**src/rtl/mem_arbiter_pkg.sv**
```systemverilog
// Shared definitions for the two-requester memory arbiter: FSM encodings,
// requester indices and memory strobe levels.
package mem_arbiter_pkg;

  typedef enum logic [1:0] {
    ST_IDLE = 2'b00,
    ST_XFER = 2'b01,
    ST_RESP = 2'b10
  } arb_state_t;

  localparam logic REQ_CPU = 1'b0;
  localparam logic REQ_DMA = 1'b1;

  localparam logic MEM_STROBE_ON  = 1'b0;
  localparam logic MEM_STROBE_OFF = 1'b1;

endpackage

```
**src/rtl/mem_arbiter_if.sv**
```systemverilog
// Bus bundle between the requesters/memory (master side) and the arbiter
// (slave side).
interface mem_arbiter_if #(
  parameter int AW = 8,
  parameter int DW = 8
);

  // Handshake: req[i] is a level request; we/addr/wdata for requester i must
  // stay stable while req[i] is high. gnt[i] marks ownership from XFER
  // through RESP, done[i] pulses for one cycle in RESP (rdata valid then),
  // and the requester drops req[i] on the edge that ends RESP.
  logic [1:0]    req;
  logic [1:0]    we;
  logic [AW-1:0] addr0;
  logic [AW-1:0] addr1;
  logic [DW-1:0] wdata0;
  logic [DW-1:0] wdata1;
  logic [1:0]    gnt;
  logic [1:0]    done;
  logic [DW-1:0] rdata;
  logic          mem_R;
  logic          mem_W;
  logic [AW-1:0] mem_addr;
  logic [DW-1:0] mem_wdata;
  logic [DW-1:0] mem_rdata;

  modport slave (
    input  req, we, addr0, addr1, wdata0, wdata1, mem_rdata,
    output gnt, done, rdata, mem_R, mem_W, mem_addr, mem_wdata
  );

  modport master (
    output req, we, addr0, addr1, wdata0, wdata1, mem_rdata,
    input  gnt, done, rdata, mem_R, mem_W, mem_addr, mem_wdata
  );

endinterface

```
**src/rtl/mem_arbiter_rr_pick2.sv**
```systemverilog
// Two-way round-robin winner select: a lone requester wins, on contention the
// requester that did not win last time gets the grant.
module mem_arbiter_rr_pick2
  import mem_arbiter_pkg::*;
(
  input  logic [1:0] req,
  input  logic       rr_last,
  output logic       winner
);

  always_comb begin
    winner = REQ_CPU;
    if (req == 2'b11) begin
      winner = ~rr_last;
    end else if (req[REQ_DMA] && !req[REQ_CPU]) begin
      winner = REQ_DMA;
    end
  end

endmodule

```
**src/rtl/mem_arbiter.sv**
```systemverilog
// Arbitrates the single-port system memory between the CPU (requester 0) and
// DMA (requester 1). Define MEM_ARB_FIXED_PRIO_EN for fixed CPU priority.
module mem_arbiter
  import mem_arbiter_pkg::*;
#(
  parameter int AW          = 8,
  parameter int DW          = 8,
  parameter int WAIT_CYCLES = 1
) (
  input  logic          clk,
  input  logic          rst,
  mem_arbiter_if.slave  bus,
  output arb_state_t    dbg_state
);

  localparam logic [3:0] WAIT_LOAD = 4'(WAIT_CYCLES - 1);

  arb_state_t    state;
  arb_state_t    state_nxt;
  logic          pick;
  logic          winner_q;
  logic          we_q;
  logic [AW-1:0] addr_q;
  logic [DW-1:0] wdata_q;
  logic [DW-1:0] rdata_q;
  logic [3:0]    wait_cnt;
  logic          start;

  logic [1:0]    gnt_d;
  logic [1:0]    done_d;
  logic          mem_r_d;
  logic          mem_w_d;

  assign start = (state == ST_IDLE) && (|bus.req);

`ifdef MEM_ARB_FIXED_PRIO_EN
  // CPU always wins when it asks; DMA only gets the memory when the CPU is quiet.
  assign pick = ~bus.req[REQ_CPU];
`else
  logic rr_last;

  mem_arbiter_rr_pick2 u_pick (
    .req     (bus.req),
    .rr_last (rr_last),
    .winner  (pick)
  );

  // Reset value makes the CPU the first contention winner.
  always_ff @(posedge clk or posedge rst) begin
    if (rst) begin
      rr_last <= REQ_DMA;
    end else if (start) begin
      rr_last <= pick;
    end
  end
`endif

  always_ff @(posedge clk or posedge rst) begin
    if (rst) begin
      state <= ST_IDLE;
    end else begin
      state <= state_nxt;
    end
  end

  always_comb begin
    state_nxt = state;
    case (state)
      ST_IDLE: if (|bus.req) state_nxt = ST_XFER;
      ST_XFER: if (wait_cnt == 4'd0) state_nxt = ST_RESP;
      ST_RESP: state_nxt = ST_IDLE;
      default: state_nxt = ST_IDLE;
    endcase
  end

  // The request is captured once in IDLE; later input changes are ignored.
  always_ff @(posedge clk or posedge rst) begin
    if (rst) begin
      winner_q <= REQ_CPU;
      we_q     <= 1'b0;
      addr_q   <= '0;
      wdata_q  <= '0;
      rdata_q  <= '0;
      wait_cnt <= 4'd0;
    end else if (start) begin
      winner_q <= pick;
      we_q     <= bus.we[pick];
      addr_q   <= (pick == REQ_DMA) ? bus.addr1 : bus.addr0;
      wdata_q  <= (pick == REQ_DMA) ? bus.wdata1 : bus.wdata0;
      wait_cnt <= WAIT_LOAD;
    end else if (state == ST_XFER) begin
      if (wait_cnt != 4'd0) begin
        wait_cnt <= wait_cnt - 4'd1;
      end else if (!we_q) begin
        rdata_q <= bus.mem_rdata;
      end
    end
  end

  always_comb begin
    gnt_d   = 2'b00;
    done_d  = 2'b00;
    mem_r_d = MEM_STROBE_OFF;
    mem_w_d = MEM_STROBE_OFF;
    case (state)
      ST_XFER: begin
        gnt_d[winner_q] = 1'b1;
        if (we_q) mem_w_d = MEM_STROBE_ON;
        else      mem_r_d = MEM_STROBE_ON;
      end
      ST_RESP: begin
        gnt_d[winner_q]  = 1'b1;
        done_d[winner_q] = 1'b1;
      end
      default: ;
    endcase
  end

  assign bus.gnt       = gnt_d;
  assign bus.done      = done_d;
  assign bus.mem_R     = mem_r_d;
  assign bus.mem_W     = mem_w_d;
  assign bus.mem_addr  = addr_q;
  assign bus.mem_wdata = wdata_q;
  assign bus.rdata     = rdata_q;
  assign dbg_state     = state;

endmodule

```
**src/flat_wrapper.sv**
```systemverilog
// flat-port wrapper written by rule: the top's interface ports become plain ports
module mem_arbiter_flat import mem_arbiter_pkg::*;
#(
  parameter int AW          = 8,
  parameter int DW          = 8,
  parameter int WAIT_CYCLES = 1
)
  (clk, rst, dbg_state, bus_req, bus_we, bus_addr0, bus_addr1, bus_wdata0, bus_wdata1, bus_mem_rdata, bus_gnt, bus_done, bus_rdata, bus_mem_R, bus_mem_W, bus_mem_addr, bus_mem_wdata);
  mem_arbiter_if #(.AW(AW), .DW(DW)) bus_i ();
  input  logic clk;
  input  logic rst;
  output arb_state_t dbg_state;
  input wire logic [$bits(bus_i.req)-1:0] bus_req;
  input wire logic [$bits(bus_i.we)-1:0] bus_we;
  input wire logic [$bits(bus_i.addr0)-1:0] bus_addr0;
  input wire logic [$bits(bus_i.addr1)-1:0] bus_addr1;
  input wire logic [$bits(bus_i.wdata0)-1:0] bus_wdata0;
  input wire logic [$bits(bus_i.wdata1)-1:0] bus_wdata1;
  input wire logic [$bits(bus_i.mem_rdata)-1:0] bus_mem_rdata;
  output wire logic [$bits(bus_i.gnt)-1:0] bus_gnt;
  output wire logic [$bits(bus_i.done)-1:0] bus_done;
  output wire logic [$bits(bus_i.rdata)-1:0] bus_rdata;
  output wire logic [$bits(bus_i.mem_R)-1:0] bus_mem_R;
  output wire logic [$bits(bus_i.mem_W)-1:0] bus_mem_W;
  output wire logic [$bits(bus_i.mem_addr)-1:0] bus_mem_addr;
  output wire logic [$bits(bus_i.mem_wdata)-1:0] bus_mem_wdata;
  assign bus_i.req = bus_req;
  assign bus_i.we = bus_we;
  assign bus_i.addr0 = bus_addr0;
  assign bus_i.addr1 = bus_addr1;
  assign bus_i.wdata0 = bus_wdata0;
  assign bus_i.wdata1 = bus_wdata1;
  assign bus_i.mem_rdata = bus_mem_rdata;
  assign bus_gnt = bus_i.gnt;
  assign bus_done = bus_i.done;
  assign bus_rdata = bus_i.rdata;
  assign bus_mem_R = bus_i.mem_R;
  assign bus_mem_W = bus_i.mem_W;
  assign bus_mem_addr = bus_i.mem_addr;
  assign bus_mem_wdata = bus_i.mem_wdata;
  mem_arbiter #(.AW(AW), .DW(DW), .WAIT_CYCLES(WAIT_CYCLES)) u_core (.clk(clk), .rst(rst), .bus(bus_i), .dbg_state(dbg_state));
endmodule
```
**config.mk**
```make
export PLATFORM = sky130hd
export DESIGN_NAME = mem_arbiter_flat
export DESIGN_NICKNAME = d
export VERILOG_FILES = /design/src/rtl/mem_arbiter_pkg.sv /design/src/rtl/mem_arbiter_if.sv /design/src/rtl/mem_arbiter_rr_pick2.sv /design/src/rtl/mem_arbiter.sv /design/src/flat_wrapper.sv
export SDC_FILE = /design/constraint.sdc
export NUM_CORES = 1
export LEC_CHECK = 0
export CORE_ASPECT_RATIO = 0.5
export CORE_UTILIZATION = 36
export DETAILED_ROUTE_END_ITERATION = 10
export GPL_TIMING_DRIVEN = 0
export PLACE_DENSITY = 0.83
export SLEW_MARGIN = 20
export SYNTH_ARGS = -nofsm -noshare
export SYNTH_HDL_FRONTEND = slang
export SYNTH_SLANG_ARGS = --single-unit
```
**constraint.sdc**
```tcl
create_clock -name clk -period 2.09 [get_ports clk]
set_clock_uncertainty 0.15 [all_clocks]
set_input_delay 0.418 -clock clk [delete_from_list [all_inputs] [get_ports clk]]
set_output_delay 0.418 -clock clk [all_outputs]
set_load 0.03 [all_outputs]
```
### Word level (Yosys, flattened, before mapping)

Index checks and enable logic that the tools add are counted.

* $add $sub $neg: 1
* $mul: 0
* divide/modulo/power cells: 0
* $lt $le $gt $ge: 3
* equality and inequality tests: 5
* shift-type cells: 0
* mux-type cells: 20
* bitwise gates (word level): 4
* reductions and logical operators: 14

Operators with widths (count)
* $mux W8: 2
* $mux W4: 3
* $mux W1: 9
* $mux W2: 4
* $eq A2 B2 Y1 const B: 2
* $logic_not A4 Y1: 1
* $lt A1 B2 Y1 const B: 2
* $not A1 Y1: 4
* $pmux W2 S2: 1
* $reduce_and A2 Y1: 2
* $reduce_and A4 Y1: 1
* $reduce_bool A2 Y1: 2
* $reduce_bool A4 Y1: 1
* $reduce_or A2 Y1: 2
* $sub A4 B1 Y4 const B: 1
* $logic_and A1 B1 Y1: 3
* $eq A2 B1 Y1 const B: 1
* $logic_not A2 Y1: 1
* $ne A2 B1 Y1 const B: 1
* $ne A2 B2 Y1 const B: 1
* $demux W1 S1: 1
* $ge A1 B1 Y1 const B: 1
* $logic_not A1 Y1: 1

* bits in registers: 33
* latch bits: 0
* RAM bits: 0
* memory bits (read-only): 0
* output and inout bits: 32
* logic and storage cells: 55
* memories kept: 0

### Logic depth before layout (Yosys ltp)

Gate-level depths: netlist (run 1).

* word-level depth: 6
* mapped depth: 7
* gate-level depth less buffers: 5

### Hierarchy

From an unflattened synthesis (run 1), not the netlist that was laid out.

* cells, all modules: 146
* area total of the unflattened synthesis: 1574.0 µm²

Modules (own cells, without submodules)
* mem_arbiter: instances 1, cells an instance 145, area each 1562.7 µm², sequential area each 827.0 µm²
* mem_arbiter_rr_pick2: instances 1, cells an instance 1, area each 11.3 µm², sequential area each 0.0 µm²

### Least setup slack after synthesis (run 1)

OpenSTA, ideal clock, no wires.

* path kind: reg2reg
* from: reg u_core.state[1] (netlist: u_core.dbg_state[1])
* to: reg u_core.rdata_q[0] (netlist: u_core.bus.rdata[0])
* setup time: 0.125 ns
* arrival: 2.107 ns
* slack: -0.292 ns
* cell stages (with the launch flop): 8
* period minus slack after synthesis: 2.382 ns
* cell sequence: dfrtp_1 inv_1 ha_1 clkbuf_1 nand2b_1 or3_1 buf_6 mux2_4

* longest elaborated chain between the ends: 4

Ends and longest elaborated chain
* start: declaration: line mem_arbiter.sv:18 `arb_state_t state;`
* start signal: assignment: line mem_arbiter.sv:62 `state <= state_nxt;`
* $logic_not A2 Y1: line mem_arbiter.sv:34 `assign start = (state == ST_IDLE) && (|bus.req);`
* $logic_and A1 B1 Y1: line mem_arbiter.sv:34
* $not A1 Y1 (no line)
* $reduce_and A4 Y1 (no line) *
* end signal: assignment: line mem_arbiter.sv:95 `rdata_q <= bus.mem_rdata;`
* end: declaration: line mem_arbiter.sv:25 `logic [DW-1:0] rdata_q;`

Mark *: on every way between the ends. The rest lies on a longest branch, timed or not.
A chain may end at the register's enable or synchronous reset.

### Worst setup path in the final report (run 1)

* from: reg u_core.wait_cnt[1]
* to: reg u_core.rdata_q[4] (netlist: u_core.bus.rdata[4])

* longest elaborated chain between the ends: 3

Ends and longest elaborated chain
* start: declaration: line mem_arbiter.sv:26 `logic [3:0] wait_cnt;`
* start signal: assignment: line mem_arbiter.sv:93 `wait_cnt <= wait_cnt - 4'd1;`
* $reduce_bool A4 Y1: line mem_arbiter.sv:92 `if (wait_cnt != 4'd0) begin`
* $not A1 Y1 (no line)
* $reduce_and A4 Y1 (no line)

No other way between the ends.

==> summary.md, run 1 <==
| Metric | Value |
|---|---|
| Post-detail-place hpwl | `3116 um` |
| Arrival time worst endpoint | `about 2100 ps` |
| Wire per inst | `approximately 14 um` |
| Post-synthesis sequential area ratio | `0.5112` |
| CTS Buf Count | `5` |
| Predominant post-synthesis flop cell | `dfrtp_1` |
| RSZ-0062 raised after global routing | `no` |
| CP max stage delay | `400 ps` |
| Final worst path period need | `about 2000 ps` |
| Post-synth ARST share | `1.000` |
| Synth Area in Adders | `0.04640` |
| DP Area | `approximately 2500 um^2` |
| Synth top cells by count | `32 x dfrtp_1, 21 x nand2_1, 19 x o21ai_0, 18 x mux2i_1, 8 x mux2_4` |
| Layout cell share with drive strength beyond 1 | `0.1907` |
| Initial Util | `0.3942` |
| Clock root buffer | `clkbuf_8` |
| Sink Count | `33` |
| Yosys reg bits | `33` |
| Endpoints failing setup | `0` |
| Vias per inst | `around 4.7` |
| Die width | `96.81 um` |
| Most common cell in the synthesized netlist | `dfrtp_1` |
| Core box area | `4104 um^2` |
| Synthesized area | `roughly 1600 um^2` |
| Syn avg cell area | `between 10 and 15 um^2` |
| CP Capture Type | `flip-flop` |
| Fmax | `0.4910 GHz` |
| Post-synth EDFFs | `0` |
| Die ar. | `between 4000 and 5000 um^2` |
| DR iter-0 viols | `23` |
| CP cell instances | `inv_2 > ha_4 > or3b_4 > or3_1 > buf_6 > mux2_4` |
| Hold WC Path Type | `flip-flop to flip-flop` |
| Pwr Total | `about 4000 uW` |
| CP Data Required Time | `2110 ps` |
| Total Routing Usage GR | `0.1809` |
| ANT cells | `0` |
| Length of the first detailed-routing pass in iterations | `4` |
| Mapped Nets | `198` |
| Insertion delay to the later sink of the worst-skew pair | `290 ps` |
| Compound-cell area share of the yosys netlist | `0.1129` |
| CP max FO | `8` |
| Slew Limit Fails | `0` |
| Max Cap Viol | `0` |
| Util after Layout | `0.6308` |
| Final Instance Area | `2589 um^2` |
| Total wire length | `4071 um` |
| Clk slew on worst S/H paths | `70 ps` |
| Mux cell area share after synthesis | `0.1926` |
| Total vias in the final route | `1,374` |
| Worst path buffer plus inverter count | `2` |
| Global-route wire length before repair | `between 6000 and 7000 um` |
| Outcome | `finished, final reports clean` |
| Kind of critical path | `flip-flop to flip-flop` |
| Slowest cell on crit path | `dfrtp_1` |
| Warnings, synthesis | `0` |
| Clock Tree Buf Depth | `2` |
| Largest net degree at the start of global routing | `34` |
| Main area contributors after synthesis | `dfrtp_1 49%, mux2i_1 11%, mux2_4 7.4%, o21ai_0 5.9%, nand2_1 4.9%` |
| Final net count | `287` |
| Leading area contributor after synthesis | `dfrtp_1` |
| Area share of the largest cell type after synthesis | `0.4950` |
| Simple-Gate Fraction of Synth Area | `0.09513` |
| DRC viols | `0` |
| Leak | `0.001194 uW` |
| Vias in the first global route | `1,336` |
| Crit share post-route | `0.9745` |
| Main combinational cell family by area after synthesis | `multiplexers` |
| Hold Fails Final Rpt | `0` |
| CTS tree | `built` |
| XOR/XNOR Fraction of Synth Area | `0` |
| Grt ovf | `0` |
| Reg2reg setup slack | `50 ps` |
| Final ANT Viol Nets | `0` |
| Area Growth Syn to Fin | `60.02%` |
| GP Congestion | `0.6982` |
| I/O Buffers | `77` |
| Final worst setup slack | `53.37 ps` |
| Maximum vdd ir drop | `0.6254 mV` |
| Cell count after synthesis | `146` |
| Worst slew pin tran | `678.7 ps` |
| Max-slew headroom at the worst pin | `0.5469` |
| CTS Hold Buffers Added | `0` |
| Worst setup SP type | `flip-flop` |
| IO Pins | `between 70 and 80` |
| Pwr dens | `1541 nW/um^2` |
| Pre-CTS setup slack | `-277.1 ps` |
| H-tree depth | `2` |
| Yosys cell types | `30` |
| Initial antenna violation count | `0` |
| Top delay family on crit path | `simple AND/OR/NAND/NOR gates` |
| Rows | `16` |
| Die height | `49.40 um` |
-- metrics by stage --
step                      hold WS (ps)  setup TNS, ps  std cells
after floorplan                  313.1         -434.8        146
after global placement           314.6          -3966        277
after detailed placement         323.1          -4576        277
after CTS                        337.0              0        288
after global routing             358.0              0        290
final                            332.0              0        290
-- logic make-up after synthesis --
| family | Yosys count |
|---|---|
| AOI/OAI and AO/OA | 32 |
| adders and majority gates | 6 |
| buffers and inverters | 15 |
| DFF | 33 |
| muxes | 27 |
| and+or+nand+nor | 33 |
-- sequential cells by signal, summed over array words and instances, names as in the netlist --
| name | cells |
|---|---|
| u_core.bus.mem_addr | 8 |
| u_core.bus.mem_wdata | 8 |
| u_core.bus.rdata | 8 |
| u_core.wait_cnt | 4 |
| u_core.dbg_state | 2 |
| u_core.rr_last | 1 |
| u_core.we_q | 1 |
| u_core.winner_q | 1 |
-- cell usage in the layout, fill, tap and decap left out, types with 3 or more instances in the layout --
cell type / n
clkbuf_8: 5
buf_4: 6
ha_1: 5
inv_2: 4
nand2_1: 21
buf_2: 5
clkbuf_1: 4
mux2i_1: 18
inv_1: 3
clkdlybuf4s50_1: 71
mux2_4: 8
o21ai_0: 19
dfrtp_1: 31
a21oi_1: 5
-- cell type report --
| class | count | area [um^2] |
|---|---|---|
| Buffer | 7 | 46.29 |
| Clock buffer | 6 | 72.57 |
| Clock inverter | 2 | 10.01 |
| Fill cell | 317 | 1515 |
| Inverter | 7 | 26.28 |
| Multi-Input combinational cell | 98 | 745.7 |
| Sequential cell | 33 | 828.3 |
| Tap cell | 54 | 67.56 |
| Timing Repair Buffer | 83 | 792.0 |
-- power breakdown --
group,total (uW),internal (uW),switching (uW)
Combinational,2390,1080,1300
Sequential,1150,958,189
Clock,457,230,227
Total,3990,2270,1720
-- tightest hold or removal path, stage by stage (launching register included) --
cell	delay, ps
dfrtp_1	340
nand2_1	40
o21ai_0	60
-- timing repair --
action,CTS,global route
endpoints found under the setup margin,14,24
buffers inserted,4,2
gates resized for setup,25,9
pin swaps,1,0
-- path summary, 6_finish.rpt --
check / from / to / cells after the start
worst max-delay path: u_core.wait_cnt[1]$_DFFE_PP0P_ / u_core.bus.rdata[4]$_DFFE_PP0P_ / 6
worst min-delay path: u_core.bus.mem_addr[0]$_DFFE_PP0P_ / u_core.bus.mem_addr[0]$_DFFE_PP0P_ / 2
worst max register to register: u_core.wait_cnt[1]$_DFFE_PP0P_ / u_core.bus.rdata[4]$_DFFE_PP0P_ / 6
worst min register to register: u_core.bus.mem_addr[0]$_DFFE_PP0P_ / u_core.bus.mem_addr[0]$_DFFE_PP0P_ / 2
max in group asynchronous: rst / u_core.dbg_state[1]$_DFFE_PP0P_ / 2
min in group asynchronous: rst / u_core.bus.mem_wdata[5]$_DFFE_PP0P_ / 2
-- metal layers --
| metal | part of all wire | global-route usage | vias up |
|---|---|---|---|
| met5 | 0 | 0 | - |
| met4 | 0.018 | 0.08209 | 0 |
| met3 | 0.026 | 0.04441 | 9 |
| li1 | - | - | 675 |
| met1 | 0.41 | 0.1996 | 671 |
| met2 | 0.55 | 0.3345 | 19 |
No activity file was read; power rests on OpenSTA's default activity.
==> run 2: changes to the inputs <==
--- a/config.mk
+++ b/config.mk
@@ -5,12 +5,15 @@
 export SDC_FILE = /design/constraint.sdc
 export NUM_CORES = 1
 export LEC_CHECK = 0
+export CELL_PAD_IN_SITES_DETAIL_PLACEMENT = 0
+export CELL_PAD_IN_SITES_GLOBAL_PLACEMENT = 1
 export CORE_ASPECT_RATIO = 0.5
-export CORE_UTILIZATION = 36
+export CORE_UTILIZATION = 27
 export DETAILED_ROUTE_END_ITERATION = 10
 export GPL_TIMING_DRIVEN = 0
-export PLACE_DENSITY = 0.83
+export PLACE_DENSITY = 0.84
 export SLEW_MARGIN = 20
 export SYNTH_ARGS = -nofsm -noshare
 export SYNTH_HDL_FRONTEND = slang
 export SYNTH_SLANG_ARGS = --single-unit
+export TNS_END_PERCENT = 1
==> summary.md, run 2 (synthesized netlist as in run 1, its figures left out) <==
| Metric | Value |
|---|---|
| Outcome | `finished, violations left` |
| Failing checks | `negative setup slack` |
| Hold Fails Final Rpt | `0 (unchanged)` |
| Die height | `56.74 um (+15%)` |
| DRC viols | `0 (unchanged)` |
| Total Routing Usage GR | `0.1288 (-0.05211)` |
| HP Start | `u_core.bus.mem_addr[6]$_DFFE_PP0P_` |
| Max Cap Viol | `0 (unchanged)` |
| Clock root buffer | `clkbuf_16` |
| CTS tree | `built` |
| CP Capture Type | `flip-flop` |
| I/O Buffers | `77 (unchanged)` |
| Crit share post-route | `1.027 (+0.05254)` |
| Vias per inst | `4.400 (-7.1%)` |
| Rows | `19 (+3)` |
| Initial antenna violation count | `0 (unchanged)` |
| Endpoints failing setup | `8 (+8)` |
| Hold_ws | `324.9 ps (-7.040 ps)` |
| Slew Limit Fails | `0 (unchanged)` |
| Die ar. | `6324 um^2 (+32%)` |
| Initial Util | `0.2871 (-0.1071)` |
| Kind of critical path | `flip-flop to flip-flop` |
| Hold WC Path Type | `flip-flop to flip-flop` |
| Post-detail-place hpwl | `3101 um (-0.48%)` |
| Die width | `111.5 um (+15%)` |
| Worst setup SP type | `flip-flop` |
| RSZ-0062 raised after global routing | `yes` |
| Fmax | `0.4659 GHz (-5.1%)` |
| Total wire length | `3960 um (-2.7%)` |
| Layout cell share with drive strength beyond 1 | `0.1681 (-0.02257)` |
| CP max FO | `8 (unchanged)` |
| Pwr dens | `1571 nW/um^2 (+1.9%)` |
| DR iter-0 viols | `28 (+22%)` |
| Maximum vdd ir drop | `0.5093 mV (-19%)` |
| Pwr Total | `4184 uW (+4.9%)` |
| Clk slew on worst S/H paths | `50 ps (-20 ps)` |
| Sink Count | `33 (unchanged)` |
| CP Launch Point | `u_core.wait_cnt[0]$_DFFE_PP0P_` |
| IO Pins | `78 (unchanged)` |
| Final worst setup slack | `-56.43 ps (-109.8 ps)` |
| CTS Hold Buffers Added | `0 (unchanged)` |
| CTS Buf Count | `5 (unchanged)` |
| H-tree depth | `2 (unchanged)` |
| Final net count | `284 (-1.0%)` |
| Fill cell count | `501 (+58%)` |
| Worst slew pin tran | `665.2 ps (-13.47 ps)` |
| Wire per inst | `12.98 um (-7.5%)` |
| FF-to-FF Start | `u_core.wait_cnt[0]$_DFFE_PP0P_` |
| Core box area | `5634 um^2 (+37%)` |
| Vias in the first global route | `1,375 (+2.9%)` |
| Clock Tree Buf Depth | `2 (unchanged)` |
| Most common cell after layout, fill and taps aside | `clkdlybuf4s50_1` |
| Insertion delay to the later sink of the worst-skew pair | `270 ps (-20 ps)` |
| Max-slew headroom at the worst pin | `0.5559 (+0.008990)` |
| Arrival time worst endpoint | `2150 ps (+90 ps)` |
| Global-route wire length before repair | `6430 um (-2.3%)` |
| Final ANT Viol Nets | `0 (unchanged)` |
| Largest net degree at the start of global routing | `34 (unchanged)` |
| Area Growth Syn to Fin | `64.66%` |
| Final worst path period need | `2146 ps (+109.8 ps)` |
| Total vias in the final route | `1,342 (-2.3%)` |
| Commonest non-fill, non-tap cells in the layout | `71 x clkdlybuf4s50_1, 31 x dfrtp_1, 21 x nand2_1` |
| Leak | `0.001209 uW (+1.3%)` |
| GP Congestion | `0.7033 (+0.73%)` |
| Length of the first detailed-routing pass in iterations | `4 (unchanged)` |
| Grt ovf | `0 (unchanged)` |
| CP Data Required Time | `2090 ps (-20 ps)` |
| ANT cells | `0 (unchanged)` |
[run 2: cell types whose count changed in the layout (fill, tap and decap cells not counted), moves of 2 or more]
cell / delta
buf_2: -4
buf_4: -3
clkbuf_16: +5
clkbuf_2: +2
clkbuf_8: -4
clkdlybuf4s15_2: +2
clkinv_2: -2
[run 2: worst paths after layout]
check / end / slack, ps / cells after the start
max in group asynchronous: u_core.dbg_state[1]$_DFFE_PP0P_ / 890 / 2
worst max register to register: u_core.bus.rdata[4]$_DFFE_PP0P_ / -60 / 6
worst min-delay path: u_core.bus.mem_addr[6]$_DFFE_PP0P_ / 320 / 2
worst min register to register: u_core.bus.mem_addr[6]$_DFFE_PP0P_ / 320 / 2
min in group asynchronous: u_core.bus.rdata[4]$_DFFE_PP0P_ / 430 / 2
worst max-delay path: u_core.bus.rdata[4]$_DFFE_PP0P_ / -60 / 6
[run 2: metal layers]
layer  part of all wire  global-route usage  vias up
met5                  0                   0        -
met2               0.55              0.2375       10
met3              0.018             0.02916        2
li1                   -                   -      676
met1               0.43              0.1542      654
met4             0.0043             0.02896        0
[run 2: layout make-up]
class	count	area (um^2)	share of cell area
sequential	33	828.3	0.3109
tap	73	91.34	0.03429
multi-input combinational	98	747.0	0.2804
inverter	7	26.28	0.009864
buffer	7	46.29	0.01738
clock buffer	7	142.6	0.05355
timing repair buffer	80	782.0	0.2936
[run 2: what timing repair did]
action | CTS | global route
pin swaps | 0 | 2
setup endpoints to repair | 15 | 20
gates resized for setup | 15 | 11
buffers inserted | 0 | 3
gates cloned | 0 | 0
[run 2: power by group]
group	internal [uW]	switching, uW	leakage, uW	total [uW]
Combinational	1060	1280	0.000737	2350
Sequential	960	180	0.000402	1140
Clock	466	231	0.0000700	697
Total	2490	1690	0.00121	4180
[run 2: per-stage QoR]
step / instance area [um^2] / setup TNS [ps] / instances / setup slack, ps / util
final: 2664 / -396.6 / 305 / -56.43 / 0.4728
after global routing: 2664 / -765.0 / 305 / -89.18 / 0.4728
after CTS: 2648 / -1418 / 303 / -173.0 / 0.4699
after detailed placement: 2497 / -4778 / 296 / -302.4 / 0.4433
after global placement: 2497 / -3820 / 296 / -256.5 / 0.4433
after floorplan: 1635 / -434.8 / 146 / -54.35 / -
[run 2: worst max-delay path, stage by stage, from the launching register on]
cell and delay (ps):
dfrtp_1 390, inv_2 100, ha_4 150, or3b_1 350, buf_6 140, or3_4 420
mux2_4 330
